==> config.mk <==
export PLATFORM = sky130hd
export DESIGN_NAME = fetch_mem_arbiter
export DESIGN_NICKNAME = d
export VERILOG_FILES = /design/src/rtl/fetch_mem_arbiter_pkg.sv /design/src/rtl/fetch_mem_arbiter_age_counter.sv /design/src/rtl/fetch_mem_arbiter.sv
export SDC_FILE = /design/constraint.sdc
export NUM_CORES = 1
export LEC_CHECK = 0
export ABC_AREA = 1
export CAP_MARGIN = 15
export CORE_UTILIZATION = 45
export CTS_CLUSTER_DIAMETER = 30
export DETAILED_ROUTE_END_ITERATION = 10
export HOLD_SLACK_MARGIN = 0.1
export PLACE_DENSITY = 0.95
export RECOVER_POWER = 50
export SLEW_MARGIN = 20
export SYNTH_ARGS = -nofsm -noshare
export SYNTH_HDL_FRONTEND = slang
export SYNTH_HIERARCHICAL = 1
export SYNTH_SLANG_ARGS = --single-unit
==> constraint.sdc <==
create_clock -name clk -period 3.36 [get_ports clk]
set_input_delay 0.672 -clock clk [delete_from_list [all_inputs] [get_ports clk]]
set_output_delay 0.672 -clock clk [all_outputs]
set_load 0.005 [all_outputs]
==> src/rtl/fetch_mem_arbiter_pkg.sv <==
// ---------------------------------------------------------------------------
// fetch_mem_arbiter_pkg
//   Shared definitions for the fetch/load-store memory arbiter:
//   - arb_state_e : arbiter FSM state encoding (also exported on the debug port)
//   - BE_W        : byte-enable width of the memory port
//   - IF_BE       : byte enables used for every instruction fetch (full word)
// ---------------------------------------------------------------------------
package fetch_mem_arbiter_pkg;

  typedef enum logic [1:0] {
    ST_IDLE    = 2'd0,
    ST_BUSY_IF = 2'd1,
    ST_BUSY_LS = 2'd2
  } arb_state_e;

  localparam int BE_W = 4;

  // Instruction fetches always read a whole word.
  localparam logic [BE_W-1:0] IF_BE = 4'hF;

endpackage

==> src/rtl/fetch_mem_arbiter_age_counter.sv <==
// ---------------------------------------------------------------------------
// fetch_mem_arbiter_age_counter
//   Saturating starvation counter. Counts load/store grants that were issued
//   while a fetch request was waiting; cleared when fetch is granted.
//   Ports:
//     clk, reset   clock (rising edge), asynchronous active-low reset
//     i_inc        count one more starving LS grant
//     i_clr        clear (fetch granted); wins over i_inc
//     o_count      current count, saturates at MAX
//     o_at_max     count has reached MAX: fetch must be granted next
// ---------------------------------------------------------------------------
module fetch_mem_arbiter_age_counter #(
  parameter int MAX   = 4,
  parameter int CNT_W = 3
) (
  input  logic             clk,
  input  logic             reset,
  input  logic             i_inc,
  input  logic             i_clr,
  output logic [CNT_W-1:0] o_count,
  output logic             o_at_max
);

  logic [CNT_W-1:0] r_count;
  logic             w_at_max;

  assign w_at_max = (r_count == CNT_W'(MAX));

  always_ff @(posedge clk or negedge reset) begin
    if (!reset) begin
      r_count <= '0;
    end else if (i_clr) begin
      r_count <= '0;
    end else if (i_inc && !w_at_max) begin
      r_count <= r_count + CNT_W'(1);
    end
  end

  assign o_count  = r_count;
  assign o_at_max = w_at_max;

endmodule

==> src/rtl/fetch_mem_arbiter.sv <==
// ---------------------------------------------------------------------------
// fetch_mem_arbiter
//   Shares one single-port memory between instruction fetch (IF) and
//   load/store (LS). Requests are serialised: one transaction is in flight at
//   a time, the memory handshake is sequenced here and the read data is
//   returned to the requester that owns the transaction.
//
//   Optional feature: define FAIRNESS_EN to bound IF starvation. With it,
//   after STARVE_MAX consecutive LS grants issued while IF was waiting, the
//   next grant goes to IF even if LS is requesting. Without it, LS always has
//   priority (the later pipeline stage must not be blocked by fetch).
//
//   Ports:
//     clk, reset          clock (rising edge), asynchronous active-low reset
//     i_if_req/i_if_addr  IF read request (held until o_if_gnt)
//     o_if_gnt            IF accepted (1 cycle)
//     o_if_rvalid/rdata   IF read data return (1 cycle pulse, registered)
//     o_if_stall          fetch stall: IF requesting and data not returning
//     i_ls_*              LS request, we, addr, wdata, byte enables
//     o_ls_gnt            LS accepted (1 cycle)
//     o_ls_rvalid/rdata   LS completion (rdata is 0 for writes)
//     o_mem_*             memory request, held until i_mem_ack (registered)
//     i_mem_ack/rdata     memory completion (1 cycle) with read data
//     o_dbg_state         current FSM state (arb_state_e encoding)
//     o_dbg_starve_cnt    starvation counter (0 when FAIRNESS_EN undefined)
//
//   Handshake: a requester raises req with stable fields and holds them until
//   the cycle in which gnt is high; fields are captured at the end of that
//   cycle. gnt is a decode of the registered state and the live requests so
//   the capture happens in the same cycle gnt is seen. The memory side sees
//   mem_req held high with stable fields until the cycle mem_ack is high;
//   mem_ack while no transaction is in flight is ignored.
// ---------------------------------------------------------------------------
module fetch_mem_arbiter
  import fetch_mem_arbiter_pkg::*;
#(
  parameter int ADDR_W     = 32,
  parameter int DATA_W     = 32,
  parameter int STARVE_MAX = 4
) (
  input  logic                            clk,
  input  logic                            reset,
  input  logic                            i_if_req,
  input  logic [ADDR_W-1:0]               i_if_addr,
  output logic                            o_if_gnt,
  output logic                            o_if_rvalid,
  output logic [DATA_W-1:0]               o_if_rdata,
  output logic                            o_if_stall,
  input  logic                            i_ls_req,
  input  logic                            i_ls_we,
  input  logic [ADDR_W-1:0]               i_ls_addr,
  input  logic [DATA_W-1:0]               i_ls_wdata,
  input  logic [BE_W-1:0]                 i_ls_be,
  output logic                            o_ls_gnt,
  output logic                            o_ls_rvalid,
  output logic [DATA_W-1:0]               o_ls_rdata,
  output logic                            o_mem_req,
  output logic                            o_mem_we,
  output logic [ADDR_W-1:0]               o_mem_addr,
  output logic [DATA_W-1:0]               o_mem_wdata,
  output logic [BE_W-1:0]                 o_mem_be,
  input  logic                            i_mem_ack,
  input  logic [DATA_W-1:0]               i_mem_rdata,
  output logic [1:0]                      o_dbg_state,
  output logic [$clog2(STARVE_MAX+1)-1:0] o_dbg_starve_cnt
);

  localparam int CNT_W = $clog2(STARVE_MAX + 1);

  arb_state_e        r_state;
  logic              r_mem_req;
  logic              r_mem_we;
  logic [ADDR_W-1:0] r_mem_addr;
  logic [DATA_W-1:0] r_mem_wdata;
  logic [BE_W-1:0]   r_mem_be;
  logic              r_if_rvalid;
  logic [DATA_W-1:0] r_if_rdata;
  logic              r_ls_rvalid;
  logic [DATA_W-1:0] r_ls_rdata;

  logic w_idle;
  logic w_starved;
  logic w_if_pick;
  logic w_if_gnt;
  logic w_ls_gnt;

  // ---------------------------------------------------------------------------
  // Grant decode. Grants only come from IDLE, so the ack cycle of a
  // transaction (still BUSY) can never grant. Gated by reset so no grant
  // pulse is visible while the block is held in reset.
  // ---------------------------------------------------------------------------
  assign w_idle    = (r_state == ST_IDLE) & reset;
  assign w_if_pick = i_if_req & (~i_ls_req | w_starved);
  assign w_if_gnt  = w_idle & w_if_pick;
  assign w_ls_gnt  = w_idle & i_ls_req & ~w_if_pick;

`ifdef FAIRNESS_EN
  logic             w_cnt_inc;
  logic             w_at_max;
  logic [CNT_W-1:0] w_cnt;

  // Only LS grants that overtook a waiting fetch count as starvation.
  assign w_cnt_inc = w_ls_gnt & i_if_req;

  fetch_mem_arbiter_age_counter #(
    .MAX   (STARVE_MAX),
    .CNT_W (CNT_W)
  ) u_age_counter (
    .clk      (clk),
    .reset    (reset),
    .i_inc    (w_cnt_inc),
    .i_clr    (w_if_gnt),
    .o_count  (w_cnt),
    .o_at_max (w_at_max)
  );

  assign w_starved        = w_at_max;
  assign o_dbg_starve_cnt = w_cnt;
`else
  assign w_starved        = 1'b0;
  assign o_dbg_starve_cnt = '0;
`endif

  // ---------------------------------------------------------------------------
  // Transaction FSM. Memory fields are captured at grant and held stable for
  // the whole BUSY phase; read data is registered on mem_ack and returned to
  // the owner with a one-cycle rvalid pulse in the following (IDLE) cycle.
  // ---------------------------------------------------------------------------
  always_ff @(posedge clk or negedge reset) begin
    if (!reset) begin
      r_state     <= ST_IDLE;
      r_mem_req   <= 1'b0;
      r_mem_we    <= 1'b0;
      r_mem_addr  <= '0;
      r_mem_wdata <= '0;
      r_mem_be    <= '0;
      r_if_rvalid <= 1'b0;
      r_if_rdata  <= '0;
      r_ls_rvalid <= 1'b0;
      r_ls_rdata  <= '0;
    end else begin
      r_if_rvalid <= 1'b0;
      r_ls_rvalid <= 1'b0;
      case (r_state)
        ST_IDLE: begin
          if (w_ls_gnt) begin
            r_state     <= ST_BUSY_LS;
            r_mem_req   <= 1'b1;
            r_mem_we    <= i_ls_we;
            r_mem_addr  <= i_ls_addr;
            r_mem_wdata <= i_ls_wdata;
            r_mem_be    <= i_ls_be;
          end else if (w_if_gnt) begin
            r_state     <= ST_BUSY_IF;
            r_mem_req   <= 1'b1;
            r_mem_we    <= 1'b0;
            r_mem_addr  <= i_if_addr;
            r_mem_wdata <= '0;
            r_mem_be    <= IF_BE;
          end
        end
        ST_BUSY_IF: begin
          if (i_mem_ack) begin
            r_state     <= ST_IDLE;
            r_mem_req   <= 1'b0;
            r_if_rvalid <= 1'b1;
            r_if_rdata  <= i_mem_rdata;
          end
        end
        ST_BUSY_LS: begin
          if (i_mem_ack) begin
            r_state     <= ST_IDLE;
            r_mem_req   <= 1'b0;
            r_mem_we    <= 1'b0;
            r_ls_rvalid <= 1'b1;
            // Writes complete with zero data so LS never sees stale bus data.
            r_ls_rdata  <= r_mem_we ? '0 : i_mem_rdata;
          end
        end
        default: begin
          r_state   <= ST_IDLE;
          r_mem_req <= 1'b0;
        end
      endcase
    end
  end

  assign o_if_gnt    = w_if_gnt;
  assign o_ls_gnt    = w_ls_gnt;
  assign o_if_rvalid = r_if_rvalid;
  assign o_if_rdata  = r_if_rdata;
  assign o_ls_rvalid = r_ls_rvalid;
  assign o_ls_rdata  = r_ls_rdata;
  assign o_mem_req   = r_mem_req;
  assign o_mem_we    = r_mem_we;
  assign o_mem_addr  = r_mem_addr;
  assign o_mem_wdata = r_mem_wdata;
  assign o_mem_be    = r_mem_be;
  assign o_dbg_state = r_state;

  // Fetch stalls for as long as it requests and its data is not arriving.
  assign o_if_stall  = i_if_req & ~r_if_rvalid;

endmodule

==> results of run 1 <==
synth_stat cells:
library cell,count,area share (%)
nand2_1,367,23
nor2_1,15,0.94
buf_2,9,0.75
o21ai_0,33,2.8
conb_1,1,0.063
buf_4,17,2.1
and3_1,1,0.10
nand3_4,1,0.29
nor3_1,1,0.084
nand3_1,100,8.4
ha_1,4,0.84
buf_6,2,0.38
inv_2,2,0.13
inv_1,10,0.63
nand2_2,1,0.10
dfrtp_1,138,58
clkbuf_1,20,1.3
nand2_4,2,0.38
buf_1,2,0.13
where the power goes:
| part | leakage [nW] | switching, mW | total (mW) | internal, mW |
|---|---|---|---|---|
| Clock | 0.304 | 0.727 | 2.00 | 1.27 |
| Sequential | 1.74 | 0.403 | 2.78 | 2.38 |
| Combinational | 2.66 | 1.45 | 3.22 | 1.77 |
worst min-delay path, delay by kind of cell, from the launching register on:
family           cells  cell delay [ns]
DFF                  1             0.34
and+or+nand+nor      2             0.10
routing by layer:
layer,share of wire (%),up-vias
li1,-,2801
met1,39,2763
met2,49,275
met3,11,26
met4,1.8,0
met5,0,-
worst max-delay path by stage:
stage                    from  slack, ns  cells after the start              to
6_report       o_dbg_state[0]       0.60                      8  o_dbg_state[0]
5_1_grt        o_dbg_state[0]       0.35                      8  o_dbg_state[0]
4_1_cts              i_if_req       0.65                      5        o_if_gnt
3_5_place_dp         i_if_req       0.65                      5        o_if_gnt
3_3_place_gp         i_if_req       0.65                      5        o_if_gnt
2_1_floorplan  o_dbg_state[0]       1.43                      6        o_ls_gnt
area by class of cell:
| class | instances | area (um2) |
|---|---|---|
| multi-input combinational | 528 | 2220 |
| inverter | 12 | 45.0 |
| clock inverter | 13 | 193 |
| fill | 863 | 3360 |
| timing repair buffer | 289 | 2840 |
| sequential | 138 | 3450 |
| antenna | 1 | 2.50 |
| clock buffer | 19 | 443 |
| tap | 172 | 215 |
kinds of logic (layout without fill, tap and decap cells):
logic type	count (synthesis)	count (layout)
and+or+nand+nor	488	488
adders and majority gates	4	4
buffers and inverters	62	333
AOI/OAI and AO/OA	33	33
DFF	138	138
other	1	4
registers in the layout, summed over array words and instances (netlist names):
name,cells
o_mem_we,1
o_ls_rdata,32
o_if_rvalid,1
o_dbg_state,2
o_if_rdata,32
o_mem_req,1
o_mem_wdata,32
o_mem_be,4
o_ls_rvalid,1
o_mem_addr,32
==> results.yml, run 1 <==
placement:
  io_buffers: 278
  dpl_worst_slack_ns: 0.649
  place_inst: 1139
  detailedPlacementHpwl_um: 12400
  post_dp_cell_area_um2: 8800
  gp_congestion: 0.814
drt:
  wl_per_cell_um: 15.8
  dr.pass1.iters: 5
  drcViolationCount: 0
  vias_per_cell: 5.00
  num_vias: 5865
  dr.first_iter.drc_count: 505
  ant_nets: 0
  wirelength_um: 18500
grt:
  grt_overflow: 0
  antenna_found_initial: 1
  grt_util_met1_pct: 32.6
  use_met3_pct: 11.0
  grt_pass1_wl_um: 30100
  use_met2_pct: 46.4
  busiest_layer: "met2"
  grt_max_degree: 70
  grt.total_usage_pct: 28.0
  grt_pass1_vias: 5882
die:
  die_w_um: 117
  die_h_um: 117
  start_util_pct: 46.9
  num_rows: 41
  core-area_um2: 12800
  pin_count: 282
  design.die.area_um2: 13800
synthesis:
  synth_compound_area_share_pct: 2.76
  synthAdderAreaFrac_pct: 0.836
  avgSynthCellArea_um2: 8.25
  syn-cell-area_um2: 5990
  synth_top_family_by_area: "simple AND/OR/NAND/NOR gates"
  synth-warning-count: 6
  yosysSeqAreaShare_pct: 57.7
  synth_xor_xnor_area_share_pct: 0
  synth-simple-area-share_pct: 33.3
  ys_types: 19
  synth_cells: 726
  muxShareOfSynthArea_pct: 0
  synth-seq-cells: 138
hold_path:
  holdPathEnd: "o_mem_req"
  holdPathStages: 2
  hold_class: "reg2reg"
  min_from: "o_mem_req"
power_and_ir_drop:
  power_density_nw_per_um2: 849
  irDropWorstVdd_mv: 0.556
  power_leakage_nw: 4.70
  p_total_mw: 8.00
clock_network:
  path_clk_slew_ns: 0.06
  cts.sinks: 138
  cts_resized: 0
  cts_buffers: 17
  post-cts-setup-buffer-count: 0
  holdBufCountCts: 0
  cts_max_level: 4
  clock_latency_ns: 0.42
  cts_root_buffer: "clkbuf_16"
  cts_buffer_depth: 2
  tritoncts: "built"
sta:
  hold_slack_ns: 0.471
  slew_headroom_pct: -12.3
  finalHoldViolations: 0
  post-route-min-period_ns: 2.76
  post-route-period-util_pct: 82.1
  finalMaxSlewViolations: 175
  tns_ns: 0
  fin_skew_ns: 0.00651
  setup_slack_ns: 0.602
  fmax_ghz: 0.363
  rsz0062_at_grt: "false"
  setup_viol: 0
  worst_pin_slew_ns: 1.68
critical_path:
  critPathTopFamily: "buffers and inverters"
  cp.required_ns: 3.71
  slowest_stage: "clkbuf_1"
  setup.worst_path.start_class: "flip-flop"
  slowest_delay_ns: 1.10
  path_common_cell: "nand2_1"
  worstReg2RegStart: "o_dbg_state[0]"
  path_cells: "inv_1 -> ha_1 -> nand3_4 -> clkbuf_1 -> nand3_1 -> nand2_1 -> nand2_1 -> nand2_1"
  rr_endpoint: "o_dbg_state[0]"
  reg2reg_slack_ns: 0.60
  crit_type: "reg2reg"
  worstSetupEndpointType: "flip-flop"
  path_buf_inv: 2
  crit_fanout: 34
  worst_ep_arrival_time_ns: 3.11
  reg2reg_depth: 8
cells_and_area:
  fin_nets: 1128
  drive_above_1_share_pct: 4.50
  fin_util_pct: 73.7
  final_common_cell: "nand2_1"
  postLayoutCellArea_um2: 9410
  final_cell_mix: "nand2_1 (367), clkdlybuf4s50_1 (263), dfrtp_1 (138)"
  finalNonFillerCells: 1172
  syn2layout_area_growth_pct: 57.2
outcome:
  status: "finished with violations"
  violations: "max-capacitance violations, max-slew violations"
job:
  drv_cap: 3
(Power assumes the default switching activity.)
==> run 2: changes to the inputs <==
--- a/config.mk
+++ b/config.mk
@@ -7,11 +7,11 @@
 export LEC_CHECK = 0
 export ABC_AREA = 1
 export CAP_MARGIN = 15
-export CORE_UTILIZATION = 45
+export CORE_UTILIZATION = 41
 export CTS_CLUSTER_DIAMETER = 30
 export DETAILED_ROUTE_END_ITERATION = 10
 export HOLD_SLACK_MARGIN = 0.1
-export PLACE_DENSITY = 0.95
+export PLACE_DENSITY = 0.9
 export RECOVER_POWER = 50
 export SLEW_MARGIN = 20
 export SYNTH_ARGS = -nofsm -noshare
==> constraint.sdc (replaced) <==
create_clock -name clk -period 2.8 [get_ports clk]
set_input_delay 0.56 -clock clk [delete_from_list [all_inputs] [get_ports clk]]
set_output_delay 0.56 -clock clk [all_outputs]
set_load 0.005 [all_outputs]
==> run 2 against run 1 <==
  * The run now ends clean
  * Utilization decreased by 6.4 points
  * Clock skew about the same
  * Cell count increased by 1.0%
  * Routed wire length increased by 1.4%
  * Design area increased by 0.32%
  * Critical path depth decreased by 3
  * Worst setup slack got worse by 0.54 ns
  * Non-clock buffer count increased by 5
==> results.yml, run 2 (synthesis results as in run 1) <==
outcome:
  status: "finished, final reports clean"
clock_network:
  cts.sinks: 138
  cts_root_buffer: "clkbuf_16"
  cts_buffer_depth: 2
  post-cts-setup-buffer-count: 0
  clock_latency_ns: 0.42
  cts_buffers: 17
  cts_max_level: 4
  path_clk_slew_ns: 0.06
  tritoncts: "built"
critical_path:
  worstReg2RegStart: "o_dbg_state[1]"
  setup.worst_path.start_class: "input port"
  crit_start: "reset"
  cp.required_ns: 2.24
  crit_type: "in2out"
  reg2reg_depth: 7
  worst_ep_arrival_time_ns: 2.18
  worstSetupEndpointType: "primary output"
  reg2reg_slack_ns: 0.49
  crit_end: "o_ls_gnt"
  crit_fanout: 35
  rr_endpoint: "o_if_rdata[0]"
hold_path:
  hold_class: "reg2reg"
  holdPathStages: 2
cells_and_area:
  final_common_cell: "nand2_1"
  fin_nets: 1133
  drive_above_1_share_pct: 5.38
  fin_util_pct: 67.3
  final_cell_mix: "nand2_1 (366), clkdlybuf4s50_1 (204), dfrtp_1 (138)"
  syn2layout_area_growth_pct: 57.7
  insertedDiodeCount: 0
drt:
  wl_per_cell_um: 15.8
  wirelength_um: 18700
  vias_per_cell: 4.94
  ant_nets: 0
  dr.pass1.iters: 5
  drcViolationCount: 0
  num_vias: 5845
  dr.first_iter.drc_count: 275
sta:
  rsz0062_at_grt: "false"
  post-route-period-util_pct: 97.8
  post-route-min-period_ns: 2.74
  slew_headroom_pct: 1.34
  tns_ns: 0
  fmax_ghz: 0.365
  worst_pin_slew_ns: 1.48
  setup_viol: 0
  finalMaxSlewViolations: 0
  finalHoldViolations: 0
  fin_skew_ns: 0.00648
  hold_slack_ns: 0.476
power_and_ir_drop:
  p_total_mw: 9.35
  combinationalPowerShare_pct: 39.9
  power_leakage_nw: 4.81
  sequentialPowerShare_pct: 35.8
  p_int_mw: 6.22
  clkPwrFrac_pct: 24.3
  irDropWorstVdd_mv: 0.663
  p_sw_mw: 3.13
  switching_share_pct: 33.5
  power_density_nw_per_um2: 990
grt:
  grt_pass1_wl_um: 28300
  grt_max_degree: 71
  grt.total_usage_pct: 24.8
  grt_pass1_vias: 5618
  grt_overflow: 0
  antenna_found_initial: 0
placement:
  io_buffers: 278
  gp_congestion: 0.804
  detailedPlacementHpwl_um: 12900
die:
  start_util_pct: 42.6
  die_h_um: 123
  core-area_um2: 14000
  pin_count: 282
  die_w_um: 123
  design.die.area_um2: 15100
  num_rows: 43
job:
  drv_cap: 0
==> run 2: cell types whose count changed in the layout (fill, tap and decap cells not counted), moves of 3 or more <==
cell and delta:
clkbuf_1 -3, inv_6 +3, clkdlybuf4s50_1 -59, buf_4 +6, dlygate4sd3_1 +60, clkinv_4 -3
==> run 2: routing by layer <==
layer  share of wire, %  GRT usage (%)
met3                 10           8.78
met2                 49           41.7
met4                2.2           10.4
met5                  0              0
met1                 39           28.5
==> run 2: stage by stage <==
stage                     worst slack (ns)  instance area [um2]  std cells
final                               0.0602                 9440       1184
after floorplan                      0.986                 5990        728
after global placement               0.333                 8840       1151
after detailed placement             0.317                 8840       1151
after global routing               0.00849                 9440       1184
after CTS                           0.0285                 9450       1184
==> run 2: timing repair <==
item	in CTS	in global routing
setup endpoints to repair	0	2
hold endpoints to repair	30	0
hold buffers	1	0
resized for setup	0	1
==> run 2: worst min-delay path by stage <==
stage	start	endpoint	slack, ns
3_3_place_gp	o_mem_req	o_mem_req	0.46
4_1_cts	o_mem_req	o_mem_req	0.48
2_1_floorplan	reset	o_dbg_state[0]	0.26
3_5_place_dp	o_if_rdata[15]	o_if_rdata[15]	0.46
6_report	o_if_rdata[5]	o_if_rdata[5]	0.48
5_1_grt	o_ls_rdata[3]	o_ls_rdata[3]	0.49
==> run 2: final cells by class <==
| type | count | area, um2 |
|---|---|---|
| clock buffers | 18 | 439 |
| clock inverters | 14 | 160 |
| fillers | 1083 | 4600 |
| inverters | 12 | 45.0 |
| multi-input cells | 528 | 2220 |
| flip-flops and latches | 138 | 3450 |
| well taps | 180 | 225 |
| repair buffers | 294 | 2900 |
==> run 2: worst max-delay path: stages <==
cell and delay, ns:
dlygate4sd3_1 0.56, clkbuf_8 0.31, nand3_4 0.11, inv_2 0.06
clkdlybuf4s50_1 0.55
==> run 2: power by group through the flow <==
stage | Clock (mW) | Combinational, mW | Sequential [mW]
2_1_floorplan | 0 | 1.44 | 3.39
3_3_place_gp | 0 | 3.79 | 3.33
3_5_place_dp | 0 | 3.89 | 3.36
4_1_cts | 2.31 | 3.92 | 3.36
5_1_grt | 2.40 | 4.12 | 3.44
6_report | 2.28 | 3.73 | 3.34
